[src/rtl/adder_share_arb.sv]
// Two-requester round-robin arbiter in front of one shared 32-bit add/subtract unit.
// Results land in a one-entry response slot; per-requester acceptance counters are kept for debug.

module adder32 (
    input  logic [31:0] a,
    input  logic [31:0] b,
    input  logic        alufn,
    output logic [31:0] sum,
    output logic        z,
    output logic        v,
    output logic        n
);
    logic [31:0] b_eff;

    // Subtract is A + ~B + 1; overflow is judged on the effective addend ~B.
    always_comb begin
        b_eff = alufn ? ~b : b;
        sum   = a + b_eff + {31'd0, alufn};
        z     = (sum == 32'd0);
        n     = sum[31];
        v     = (a[31] == b_eff[31]) && (sum[31] != a[31]);
    end
endmodule

module adder_share_arb #(
    parameter int CNT_W = 16
) (
    input  logic             clk,
    input  logic             rst_n,
    input  logic             req0_valid,
    output logic             req0_ready,
    input  logic [31:0]      req0_a,
    input  logic [31:0]      req0_b,
    input  logic             req0_sub,
    input  logic             req1_valid,
    output logic             req1_ready,
    input  logic [31:0]      req1_a,
    input  logic [31:0]      req1_b,
    input  logic             req1_sub,
    output logic             rsp_valid,
    input  logic             rsp_ready,
    output logic             rsp_id,
    output logic [31:0]      rsp_sum,
    output logic             rsp_z,
    output logic             rsp_v,
    output logic             rsp_n,
    input  logic             clr_cnt,
    output logic [CNT_W-1:0] cnt0,
    output logic [CNT_W-1:0] cnt1
);
    logic             rsp_valid_q, rsp_valid_d;
    logic             rsp_id_q, rsp_id_d;
    logic [31:0]      rsp_sum_q, rsp_sum_d;
    logic             rsp_z_q, rsp_z_d;
    logic             rsp_v_q, rsp_v_d;
    logic             rsp_n_q, rsp_n_d;
    logic             ptr_q, ptr_d;
    logic [CNT_W-1:0] cnt0_q, cnt0_d;
    logic [CNT_W-1:0] cnt1_q, cnt1_d;

    logic             slot_free, pick0, pick1, acc;
    logic [31:0]      op_a, op_b, add_sum;
    logic             op_sub, add_z, add_v, add_n;

    adder32 u_adder (
        .a     (op_a),
        .b     (op_b),
        .alufn (op_sub),
        .sum   (add_sum),
        .z     (add_z),
        .v     (add_v),
        .n     (add_n)
    );

    // Grant uses only valids, rsp_ready and state so operands never reach the readies.
    always_comb begin
        slot_free  = !rsp_valid_q || rsp_ready;
        pick1      = req1_valid && (!req0_valid || ptr_q);
        pick0      = req0_valid && !pick1;
        req0_ready = rst_n && slot_free && pick0;
        req1_ready = rst_n && slot_free && pick1;
        acc        = req0_ready || req1_ready;
        op_a       = pick1 ? req1_a   : req0_a;
        op_b       = pick1 ? req1_b   : req0_b;
        op_sub     = pick1 ? req1_sub : req0_sub;
    end

    always_comb begin
        rsp_valid_d = rsp_valid_q;
        rsp_id_d    = rsp_id_q;
        rsp_sum_d   = rsp_sum_q;
        rsp_z_d     = rsp_z_q;
        rsp_v_d     = rsp_v_q;
        rsp_n_d     = rsp_n_q;
        ptr_d       = ptr_q;
        cnt0_d      = cnt0_q;
        cnt1_d      = cnt1_q;
        if (acc) begin
            rsp_valid_d = 1'b1;
            rsp_id_d    = pick1;
            rsp_sum_d   = add_sum;
            rsp_z_d     = add_z;
            rsp_v_d     = add_v;
            rsp_n_d     = add_n;
            ptr_d       = !pick1;
        end else if (rsp_ready) begin
            rsp_valid_d = 1'b0;
        end
        if (req0_ready) cnt0_d = cnt0_q + CNT_W'(1);
        if (req1_ready) cnt1_d = cnt1_q + CNT_W'(1);
        if (clr_cnt) begin
            cnt0_d = '0;
            cnt1_d = '0;
        end
    end

    always_ff @(posedge clk or negedge rst_n) begin
        if (!rst_n) begin
            rsp_valid_q <= 1'b0;
            rsp_id_q    <= 1'b0;
            rsp_sum_q   <= 32'd0;
            rsp_z_q     <= 1'b0;
            rsp_v_q     <= 1'b0;
            rsp_n_q     <= 1'b0;
            ptr_q       <= 1'b0;
            cnt0_q      <= '0;
            cnt1_q      <= '0;
        end else begin
            rsp_valid_q <= rsp_valid_d;
            rsp_id_q    <= rsp_id_d;
            rsp_sum_q   <= rsp_sum_d;
            rsp_z_q     <= rsp_z_d;
            rsp_v_q     <= rsp_v_d;
            rsp_n_q     <= rsp_n_d;
            ptr_q       <= ptr_d;
            cnt0_q      <= cnt0_d;
            cnt1_q      <= cnt1_d;
        end
    end

    assign rsp_valid = rsp_valid_q;
    assign rsp_id    = rsp_id_q;
    assign rsp_sum   = rsp_sum_q;
    assign rsp_z     = rsp_z_q;
    assign rsp_v     = rsp_v_q;
    assign rsp_n     = rsp_n_q;
    assign cnt0      = cnt0_q;
    assign cnt1      = cnt1_q;
endmodule

[config.mk]
export PLATFORM = sky130hd
export DESIGN_NAME = adder_share_arb
export DESIGN_NICKNAME = d
export VERILOG_FILES = /design/src/rtl/adder_share_arb.sv
export SDC_FILE = /design/constraint.sdc
export NUM_CORES = 1
export LEC_CHECK = 0
export CORE_ASPECT_RATIO = 1.25
export CORE_MARGIN = 2
export CORE_UTILIZATION = 39
export DETAILED_ROUTE_END_ITERATION = 10
export GPL_TIMING_DRIVEN = 1
export PLACE_DENSITY_LB_ADDON = 0.12
export SETUP_SLACK_MARGIN = 0.1
export SLEW_MARGIN = 0
export SYNTH_ARGS = -nofsm -noshare
export SYNTH_HDL_FRONTEND = slang
export SYNTH_SLANG_ARGS = --single-unit
[constraint.sdc]
create_clock -name clk -period 4.15 [get_ports clk]
set_input_delay 0.415 -clock clk [delete_from_list [all_inputs] [get_ports clk]]
set_output_delay 0.415 -clock clk [all_outputs]
set_load 0.01 [all_outputs]
==> results of run 1 <==
power groups by stage:
stage	Combinational (W)	Sequential, W	Clock, W
floorplan	0.00130	0.000993	0
global placement	0.00273	0.000939	0
detailed placement	0.00276	0.000950	0
CTS	0.00277	0.000940	0.000822
global route	0.00316	0.000957	0.000850
finish	0.00291	0.000938	0.000805
per-layer routing:
| metal | vias to the layer above | GRT usage (%) |
|---|---|---|
| li1 | 3315 | - |
| met1 | 3132 | 29.4 |
| met2 | 223 | 41.6 |
| met3 | 32 | 2.58 |
| met4 | 0 | 7.47 |
| met5 | - | 0 |
cells by family (layout without fill, tap and decap cells):
family	Yosys count	after routing	share of synthesized area, %
adder cells (fa/ha/maj)	33	33	6.75
AO/OA/AOI/OAI	172	172	18.5
flip-flops	69	69	27.7
multiplexers	78	78	13.4
buffers and inverters	51	375	3.13
XOR/XNOR	73	73	10.5
AND/OR/NAND/NOR	255	255	20.0
flip-flops by register name, indices dropped and copies added, names as in the netlist:
name       cells
ptr_q          1
cnt0          16
rsp_z          1
rsp_sum       32
rsp_v          1
rsp_id         1
cnt1          16
rsp_valid      1
cell type report:
cell class              count  area share [%]
well taps                 212            2.63
multi-input cells         611            44.9
repair buffers            350            31.8
inverters                  10           0.372
clock buffers              11            2.41
flip-flops and latches     69            17.1
clock inverters             4           0.720
final timing paths:
kind | slack (ns) | cells after the start | to | from
max | 0.18 | 19 | rsp_z | req0_valid
min | 0.07 | 1 | cnt1[7] | rst_n
max reg2reg | 0.27 | 18 | rsp_z | ptr_q
min reg2reg | 0.48 | 2 | rsp_sum[17] | rsp_sum[17]
max in group asynchronous | 3.06 | 2 | cnt0[9] | rst_n
min in group clk | 0.48 | 2 | rsp_sum[17] | rsp_sum[17]
repair_timing:
action / 4_1_cts / 5_1_grt
setup endpoints to repair: 0 / 5
setup buffers: 0 / 7
gates resized for setup: 0 / 38
hold buffers: 0 / 0
synthesized netlist by cell type (3+ instances only):
| cell type | n |
|---|---|
| ha_1 | 32 |
| inv_1 | 9 |
| nor3b_1 | 4 |
| a221oi_1 | 3 |
| nand3_1 | 29 |
| or4_1 | 6 |
| nand2_1 | 72 |
| o21ai_1 | 9 |
| o31ai_1 | 11 |
| or3_1 | 4 |
| nor2b_1 | 11 |
| a31oi_1 | 5 |
| o21a_1 | 5 |
| o311a_1 | 3 |
| dfrtp_1 | 69 |
| clkbuf_1 | 39 |
| a211oi_1 | 6 |
| nor4_1 | 8 |
| and4_1 | 8 |
| or2_2 | 3 |
| mux2_2 | 43 |
| o21ai_0 | 33 |
| nand2b_1 | 3 |
| o211a_1 | 3 |
| o211ai_1 | 6 |
| xor2_1 | 56 |
| and2_1 | 4 |
| nor3_1 | 18 |
| xnor2_1 | 16 |
| a21o_1 | 14 |
| nor2_1 | 57 |
| a21oi_1 | 45 |
| mux2i_1 | 35 |
| nand4_1 | 15 |
| and3_1 | 10 |
worst register-to-register path: cells and delay by family (launching register included):
| family | cells | cell delay (ns) |
|---|---|---|
| XOR/XNOR | 1 | 0.16 |
| adder cells (fa/ha/maj) | 1 | 0.27 |
| AO/OA/AOI/OAI | 3 | 0.57 |
| buffers and inverters | 4 | 0.62 |
| flip-flops | 1 | 0.40 |
| AND/OR/NAND/NOR | 8 | 1.46 |
| multiplexers | 1 | 0.33 |
stage by stage:
step	setup WS, ns	util [%]
2_1_floorplan	0.120	-
3_3_place_gp	-0.188	60.7
3_5_place_dp	-0.216	60.7
4_1_cts	0.122	62.7
5_1_grt	0.0493	64.5
6_report	0.178	64.5
==> results.md, run 1 <==
- Crit-path max cell delay: slightly below 0.5 ns
- Fin Hold WS: slightly below 0.07 ns
- Top Metal Used: met4
- Vias: between 6k and 7k
- Mapped Cells: between 700 and 800
- Vias per cell: around 5.3
- Die height: 145 um
- Total Wirelength: 20300 um
- GP Congestion: 0.894
- Max Slew Vio Count: 0
- Fin crit share: 95.7%
- Register area share after synthesis: 27.7%
- CP Data Arrival Time: about 4.2 ns
- GRT Resource Usage Total: between 20% and 30%
- Die W: between 100 and 150 um
- Vias in the first global route: around 6.7k
- Most common cell after layout, fill and taps aside: clkdlybuf4s50_1
- Power Density: between 400 and 500 nW/um2
- Die ar.: about 17000 um2
- Post-synth top area cell: dfrtp_1
- Overflow after GRT: 0
- Fin Setup TNS: 0 ns
- Clock share of power: between 10% and 20%
- Synthesized area per cell: 8.53 um2
- Worst-Margin Slew: 0.610 ns
- DRC: 0
- Antenna cell count: 0
- CTS sink cnt: 69
- Sw Share: 37.6%
- 1st-iter DRT viols: approximately 340
- Hold WC Path Type: in2async
- Worst setup EP type: flop
- Crit start category: input pin
- Metal2 WL: 10300 um
- Fmax: 252 MHz
- TritonCTS clock tree: yes
- Syn-to-layout area delta: 61.8%
- Share of cells above drive strength 1: between 20% and 30%
- Seq pwr share: 20.1%
- Cell Count, Final, Fillers Out: around 1.3k
- Sw Pwr: ~0.0017 W
- Final setup violating endpoints: 0
- Met1 Routed Length: 8680 um
- Max Fanout on Critical Path: 12
- Critical path's top delay family: simple AND/OR/NAND/NOR gates
- Routed WL per cell: between 15 and 20 um
- Syn. warnings: 0
- RSZ-0062 raised after global routing: no
- CP max-delay cell: clkdlybuf4s50_1
- DP HPWL: approximately 17000 um
- Port bufs: between 200 and 250
- Final min period: 3.97 ns
- Post-synthesis cell type count: 64
- First-pass GRT wire length: between 30000 and 40000 um
- Worst VDD drop: slightly above 0.0002 V
- Skew-Pair Late Insertion Delay: around 0.32 ns
- Largest net degree at the start of global routing: 58
- Area of the multi-input gates: 4530 um2
- Status: complete, no violations
- Reg area: between 1500 and 2000 um2
- CTS H-tree lvls: 3
- DP Area: roughly 9500 um2
- Fillers: between 1k and 1.5k
- Met3 wire length: around 870 um
- Core area: between 15000 and 20000 um2
- Post-route cell area: roughly 10000 um2
- Max transition margin: about 59%
- Synth Net Count: 900
- Total power: 0.00465 W
- Clock skew: between 0.002 and 0.0025 ns
- Antenna-violating nets left: 0
- # nets final: 1220
- Crit Path Category: in2reg
- CTS buffer count: 9
- Post-synth top area share: 27.7%
- Comb pwr share: between 60% and 70%
- Post-synth EDFFs: 0
- Initial antenna violation count: 0
- Total internal power: between 0.002 and 0.003 W
- Synth async-reset ratio: between 90% and 100%
- Static leakage: about 4.4 nW
- Row count: 51
- Top cells by area, synth: dfrtp_1, xor2_1, mux2_2
- DRT Pass-1 Iters: 5
- Top_reg_cell synth: dfrtp_1
- I/O pins: 207
- Yosys reg bits: 69
- Max-Cap Viols: 0
- Longest Clk Path Bufs: 2
- Placed cell count: between 1k and 1.5k
- Root Buffer: clkbuf_16
- Final Hold Viols: 0
- Initial Util: 39.9%
- Leading cell types in the layout, fill and taps excluded: clkdlybuf4s50_1, buf_4, nand2_1
- Critical-path cell list: clkdlybuf4s50_1, nand2b_1, nand2_4, mux2i_4, buf_12, buf_12, xor2_1, ha_1, buf_4, buf_4, nand2_1, o21ai_0, a21oi_1, nand3_1, or3_1, a32o_1, nor4_1, nand4_1, nand2_1
- Worst-path clk slew: approximately 0.05 ns
- Mapped cell area: 6230 um2
- Critical Path RT: between 4 and 5 ns
- Worst path bufs/invs: 5
(Power assumes the default switching activity.)
==> inputs of run 2 (changes only) <==
clock period = 3.4 ns   (was 4.15 ns; I/O delays follow)
==> run 2 against run 1 <==
Die area is the same; utilization grew 2.7 points; power grew 27%; sequential cell count is the same; final cell count grew 3.0%; register-to-register slack lost 0.54 ns; highest routed layer unchanged; the run now ends with setup timing left; global-route usage grew 1.1 points; largest cell class unchanged; critical path depth shrank 1.
==> results.md, run 2 (synthesized netlist as in run 1, its figures left out) <==
- RR Startpoint: ptr_q
- PnR worst setup slack: -0.268 ns
- Longest Clk Path Bufs: 2
- Share of cells above drive strength 1: ~28%
- Power Density: approximately 560 nW/um2
- Max FFs per register: 32
- Vias per cell: approximately 5.3
- GRT Resource Usage Total: 24.6%
- Status: complete, but fails checks
- Leading cell types in the layout, fill and taps excluded: clkdlybuf4s50_1, buf_4, nand2_1, dfrtp_1, nor2_1
- Metal2 WL: about 11000 um
- Worst-Margin Slew: 0.793 ns
- First-pass GRT wire length: between 30000 and 40000 um
- Largest net degree at the start of global routing: 63
- Max transition margin: about 47%
- Met3 wire length: ~900 um
- Die W: 117 um
- I/O pins: just over 200
- TritonCTS clock tree: yes
- Top Metal Used: met4
- Util after Layout: between 60% and 70%
- Vias in the first global route: approximately 7.0k
- Final Hold Viols: 0
- Fillers: about 1.3k
- Die height: roughly 150 um
- CTS sink cnt: between 60 and 70
- Final setup violating endpoints: 9
- CP Data Arrival Time: 3.93 ns
- RSZ-0062 raised after global routing: yes
- # nets final: 1257
- Antenna cell count: 0
- 1st-iter DRT viols: around 450
- Worst flop-to-flop path endpoint: rsp_z
- Vias: between 6k and 7k
- Syn-to-layout area delta: 68.6%
- Initial antenna violation count: 0
- Overflow after GRT: 0
- Met1 Routed Length: around 9000 um
- Root Buffer: clkbuf_16
- Crit start category: flop
- Die ar.: 17000 um2
- Max Fanout on Critical Path: 12
- Reg2reg setup slack: -0.27 ns
- Reg2reg path depth: 18
- Failing checks: setup timing
- DP Area: 9740 um2
- Routed WL per cell: around 16 um
- Crit path launch: ptr_q
- GP Congestion: approximately 0.96
- Worst VDD drop: between 0.0002 and 0.00025 V
- Total Wirelength: between 20000 and 25000 um
- Fmax: ~270 MHz
- DRC: 0
- Dpl ws: -0.908 ns
- Worst setup path end: rsp_z
- Max Slew Vio Count: 0
- Cell Count, Final, Fillers Out: about 1.3k
- Clock skew: about 0.0055 ns
- DP HPWL: between 15000 and 20000 um
- Most common cell after layout, fill and taps aside: clkdlybuf4s50_1
- Fin crit share: 108%
- Core area: 15600 um2
- DRT Pass-1 Iters: 4
- Row count: a little over 50
- Critical Path RT: around 3.7 ns
- Worst-path clk slew: around 0.050 ns
- Crit Path Category: reg2reg
- Fin Hold WS: between 0.4 and 0.5 ns
- Initial Util: around two fifths
- CTS buffer count: 9
- Placed cell count: about 1.3k
- Post-route cell area: between 10000 and 15000 um2
- Skew-Pair Late Insertion Delay: between 0.3 and 0.4 ns
- Port bufs: about 200
- Area of the multi-input gates: ~4700 um2
- Antenna-violating nets left: 0
- Hold WC Path Type: in2async
- Max-Cap Viols: 0
- Static leakage: about 4.6 nW
- Worst setup EP type: flop
- CTS H-tree lvls: 3
- Final min period: ~3.7 ns
- Reg area: 1730 um2
[run 2: power by group]
part,leakage [nW],total (W),switching [W],internal [W]
clock network,0.150,0.000940,0.000332,0.000608
registers,0.895,0.00115,0.000132,0.00101
logic,3.56,0.00382,0.00177,0.00205
total,4.61,0.00591,0.00224,0.00367
[run 2: area by class of cell]
class	instances	share of cell area [%]
multi-input cells	611	44.8
repair buffers	387	33.0
flip-flops and latches	69	16.4
well taps	212	2.52
clock buffers	13	2.48
clock inverters	3	0.417
inverters	10	0.357
[run 2: worst min path at each step]
stage | from | to | slack [ns] | depth (start not counted)
after detailed placement | rst_n | rsp_sum[3] | 0.23 | 1
after floorplan | rst_n | cnt0[0] | 0.04 | 0
final | rst_n | ptr_q | 0.43 | 2
after global routing | rst_n | ptr_q | 0.44 | 2
after global placement | rst_n | rsp_sum[3] | 0.22 | 1
after CTS | rst_n | ptr_q | 0.43 | 2
[run 2: critical path, stage by stage, from the launching register on]
cell and delay [ns]:
dfrtp_1 0.39, nand2b_4 0.17, nand2_8 0.11, buf_12 0.16, buf_4 0.13, mux2i_2 0.22
xor2_1 0.09, ha_1 0.38, nand2_1 0.10, o21ba_4 0.23, buf_4 0.15, o31a_1 0.15
buf_4 0.17, o31ai_4 0.28, o21ai_4 0.09, xnor2_1 0.20, a2111oi_1 0.37, nand4_1 0.13
nand2_1 0.07
[run 2: what timing repair did]
action,CTS,global route
pin swaps,10,12
setup buffers,5,9
cloned,1,0
gates resized for setup,35,40
hold endpoints to repair,7,0
setup endpoints to repair,19,22
hold buffers,1,0
[run 2: routing by layer]
layer / vias to the layer above / track usage, %
li1: 3391 / -
met1: 3280 / 30.9
met2: 207 / 44.6
met3: 26 / 2.12
met4: 0 / 6.29
met5: - / 0
[run 2: through the flow]
step	TNS (ns)	power [W]
floorplan	-0.261	0.00291
global placement	-9.78	0.00459
detailed placement	-11.27	0.00464
CTS	-1.01	0.00573
global route	-2.81	0.00628
finish	-0.955	0.00591
==> inputs of run 3 (changes only) <==
--- a/config.mk
+++ b/config.mk
@@ -7,2 +7,3 @@
 export LEC_CHECK = 0
+export CAP_MARGIN = 20
 export CORE_ASPECT_RATIO = 1.25
@@ -10,2 +11,3 @@
 export CORE_UTILIZATION = 39
+export CTS_CLUSTER_DIAMETER = 120
 export DETAILED_ROUTE_END_ITERATION = 10
--- a/constraint.sdc
+++ b/constraint.sdc
@@ -3,2 +3,2 @@
 set_output_delay 0.34 -clock clk [all_outputs]
-set_load 0.01 [all_outputs]
+set_load 0.1 [all_outputs]
==> run 3 against run 2 <==
The run still ends with setup timing left; utilization increased by 5.2 points; first-iteration DRC count decreased by 2.7%; sequential cell count unchanged; critical path type unchanged; non-clock buffer count is 33 higher; power rose by 33%; clock power is 9% higher.
==> results.md, run 3 (synthesized netlist as in run 1, its figures left out) <==
- Max Slew Vio Count: 0
- Final setup violating endpoints: 12
- Vias: between 7k and 8k
- Total Wirelength: between 20000 and 25000 um
- First-pass GRT wire length: approximately 34000 um
- DP HPWL: 16600 um
- Clock skew: 0.00446 ns
- Final min period: about 3.7 ns
- CTS buffer count: 9
- Antenna cell count: 0
- Share of cells above drive strength 1: approximately a third
- Most common cell after layout, fill and taps aside: clkdlybuf4s50_1
- Max Fanout on Critical Path: 8
- 1st-iter DRT viols: about 430
- Row count: just over 50
- GP Congestion: approximately 0.88
- Max-Cap Viols: 0
- Critical Path RT: between 3 and 4 ns
- Dpl ws: -0.951 ns
- PnR worst setup slack: -0.338 ns
- Root Buffer: clkbuf_16
- CP Data Arrival Time: 4.01 ns
- Fin crit share: 110%
- DRC: 0
- Worst VDD drop: slightly above 0.0003 V
- Hold WC Path Type: in2async
- TritonCTS clock tree: yes
- Worst-Margin Slew: between 1 and 1.5 ns
- Die ar.: between 15000 and 20000 um2
- Worst-path clk slew: ~0.060 ns
- Post-route cell area: 11300 um2
- DRT Pass-1 Iters: 7
- CTS H-tree lvls: 3
- Skew-Pair Late Insertion Delay: 0.33 ns
- Syn-to-layout area delta: 81.7%
- RSZ-0062 raised after global routing: yes
- DP Area: a little under 10000 um2
- Failing checks: setup timing
- Max FFs per register: 32
- Initial antenna violation count: 0
- Fin Setup TNS: -2.10 ns
- Fmax: 268 MHz
- Die height: about 150 um
- Largest net degree at the start of global routing: 61
- # nets final: 1291
- Worst setup EP type: flop
- CTS sink cnt: roughly 70
- Leading cell types in the layout, fill and taps excluded: clkdlybuf4s50_1, buf_4, dfrtp_1
- Initial Util: about two fifths
- Die W: about 120 um
- Status: complete, but fails checks
- I/O pins: a little over 200
- Final Hold Viols: 0
- Crit Path Category: reg2reg
- Port bufs: 206
- Longest Clk Path Bufs: 2
- Antenna-violating nets left: 0
- Overflow after GRT: 0
- Vias in the first global route: ~7.2k
- Routed WL per cell: roughly 16 um
- GRT Resource Usage Total: ~24%
- Crit start category: flop
- Core area: 15600 um2
- Power Density: 692 nW/um2
- Vias per cell: about 5.3
- Max transition margin: a little under a third
- Static leakage: between 4 and 5 nW
run 3: final timing paths:
path	start	to	slack, ns	cells after the start
min in group clk	rsp_sum[16]	rsp_sum[16]	0.48	2
worst min register to register	rsp_sum[16]	rsp_sum[16]	0.48	2
worst max-delay path	ptr_q	rsp_z	-0.34	18
worst max register to register	ptr_q	rsp_z	-0.34	18
worst min-delay path	rst_n	rsp_sum[12]	0.43	2
max in group asynchronous	rst_n	cnt0[7]	1.92	3
run 3: stage by stage:
step	cells	total power [W]	hold slack, ns	utilization [%]
after floorplan	731	0.00421	0.0444	-
after global placement	1279	0.00593	0.235	62.7
after detailed placement	1279	0.00600	0.239	62.7
after CTS	1322	0.00743	0.429	69.0
after global routing	1339	0.00820	0.474	72.4
final	1339	0.00783	0.431	72.4
run 3: layout make-up:
type                    instances  area (um2)
flip-flops and latches         69        1730
inverters                      10        37.5
fillers                      1204        4310
multi-input cells             612        5050
clock inverters                 6        93.8
well taps                     212         265
repair buffers                420        3910
clock buffers                  10         239
run 3: per-layer routing:
metal / GRT usage, % / wire (um)
met5: 0 / 0
met4: 6.71 / 367
met3: 2.50 / 824
met2: 43.3 / 11300
met1: 30.9 / 9150
run 3: timing repair:
item                       CTS  global route
hold endpoints to repair     9             0
setup buffers               23            16
setup endpoints to repair   21            24
hold buffers                 1             0
gates cloned                 3             1
gates resized for setup     79            75
pin swaps                   33            44
run 3: power by group:
| group | leakage (nW) | switching (W) | internal (W) |
|---|---|---|---|
| combinational | 3.87 | 0.00332 | 0.00235 |
| sequential | 0.895 | 0.000119 | 0.00101 |
| clock | 0.160 | 0.000353 | 0.000668 |
run 3: critical path: stages (launching register included):
cell and delay [ns]:
dfrtp_1 0.41, nand2b_4 0.20, nand2_8 0.12, mux2i_4 0.32, buf_12 0.15, buf_16 0.12
xor2_1 0.19, ha_2 0.34, buf_4 0.15, nand2_1 0.09, o21ai_2 0.08, buf_4 0.14
o21ai_2 0.14, nand3_2 0.14, or3_4 0.40, a32o_1 0.22, nor4_2 0.29, nand4_1 0.12
nand2_1 0.07
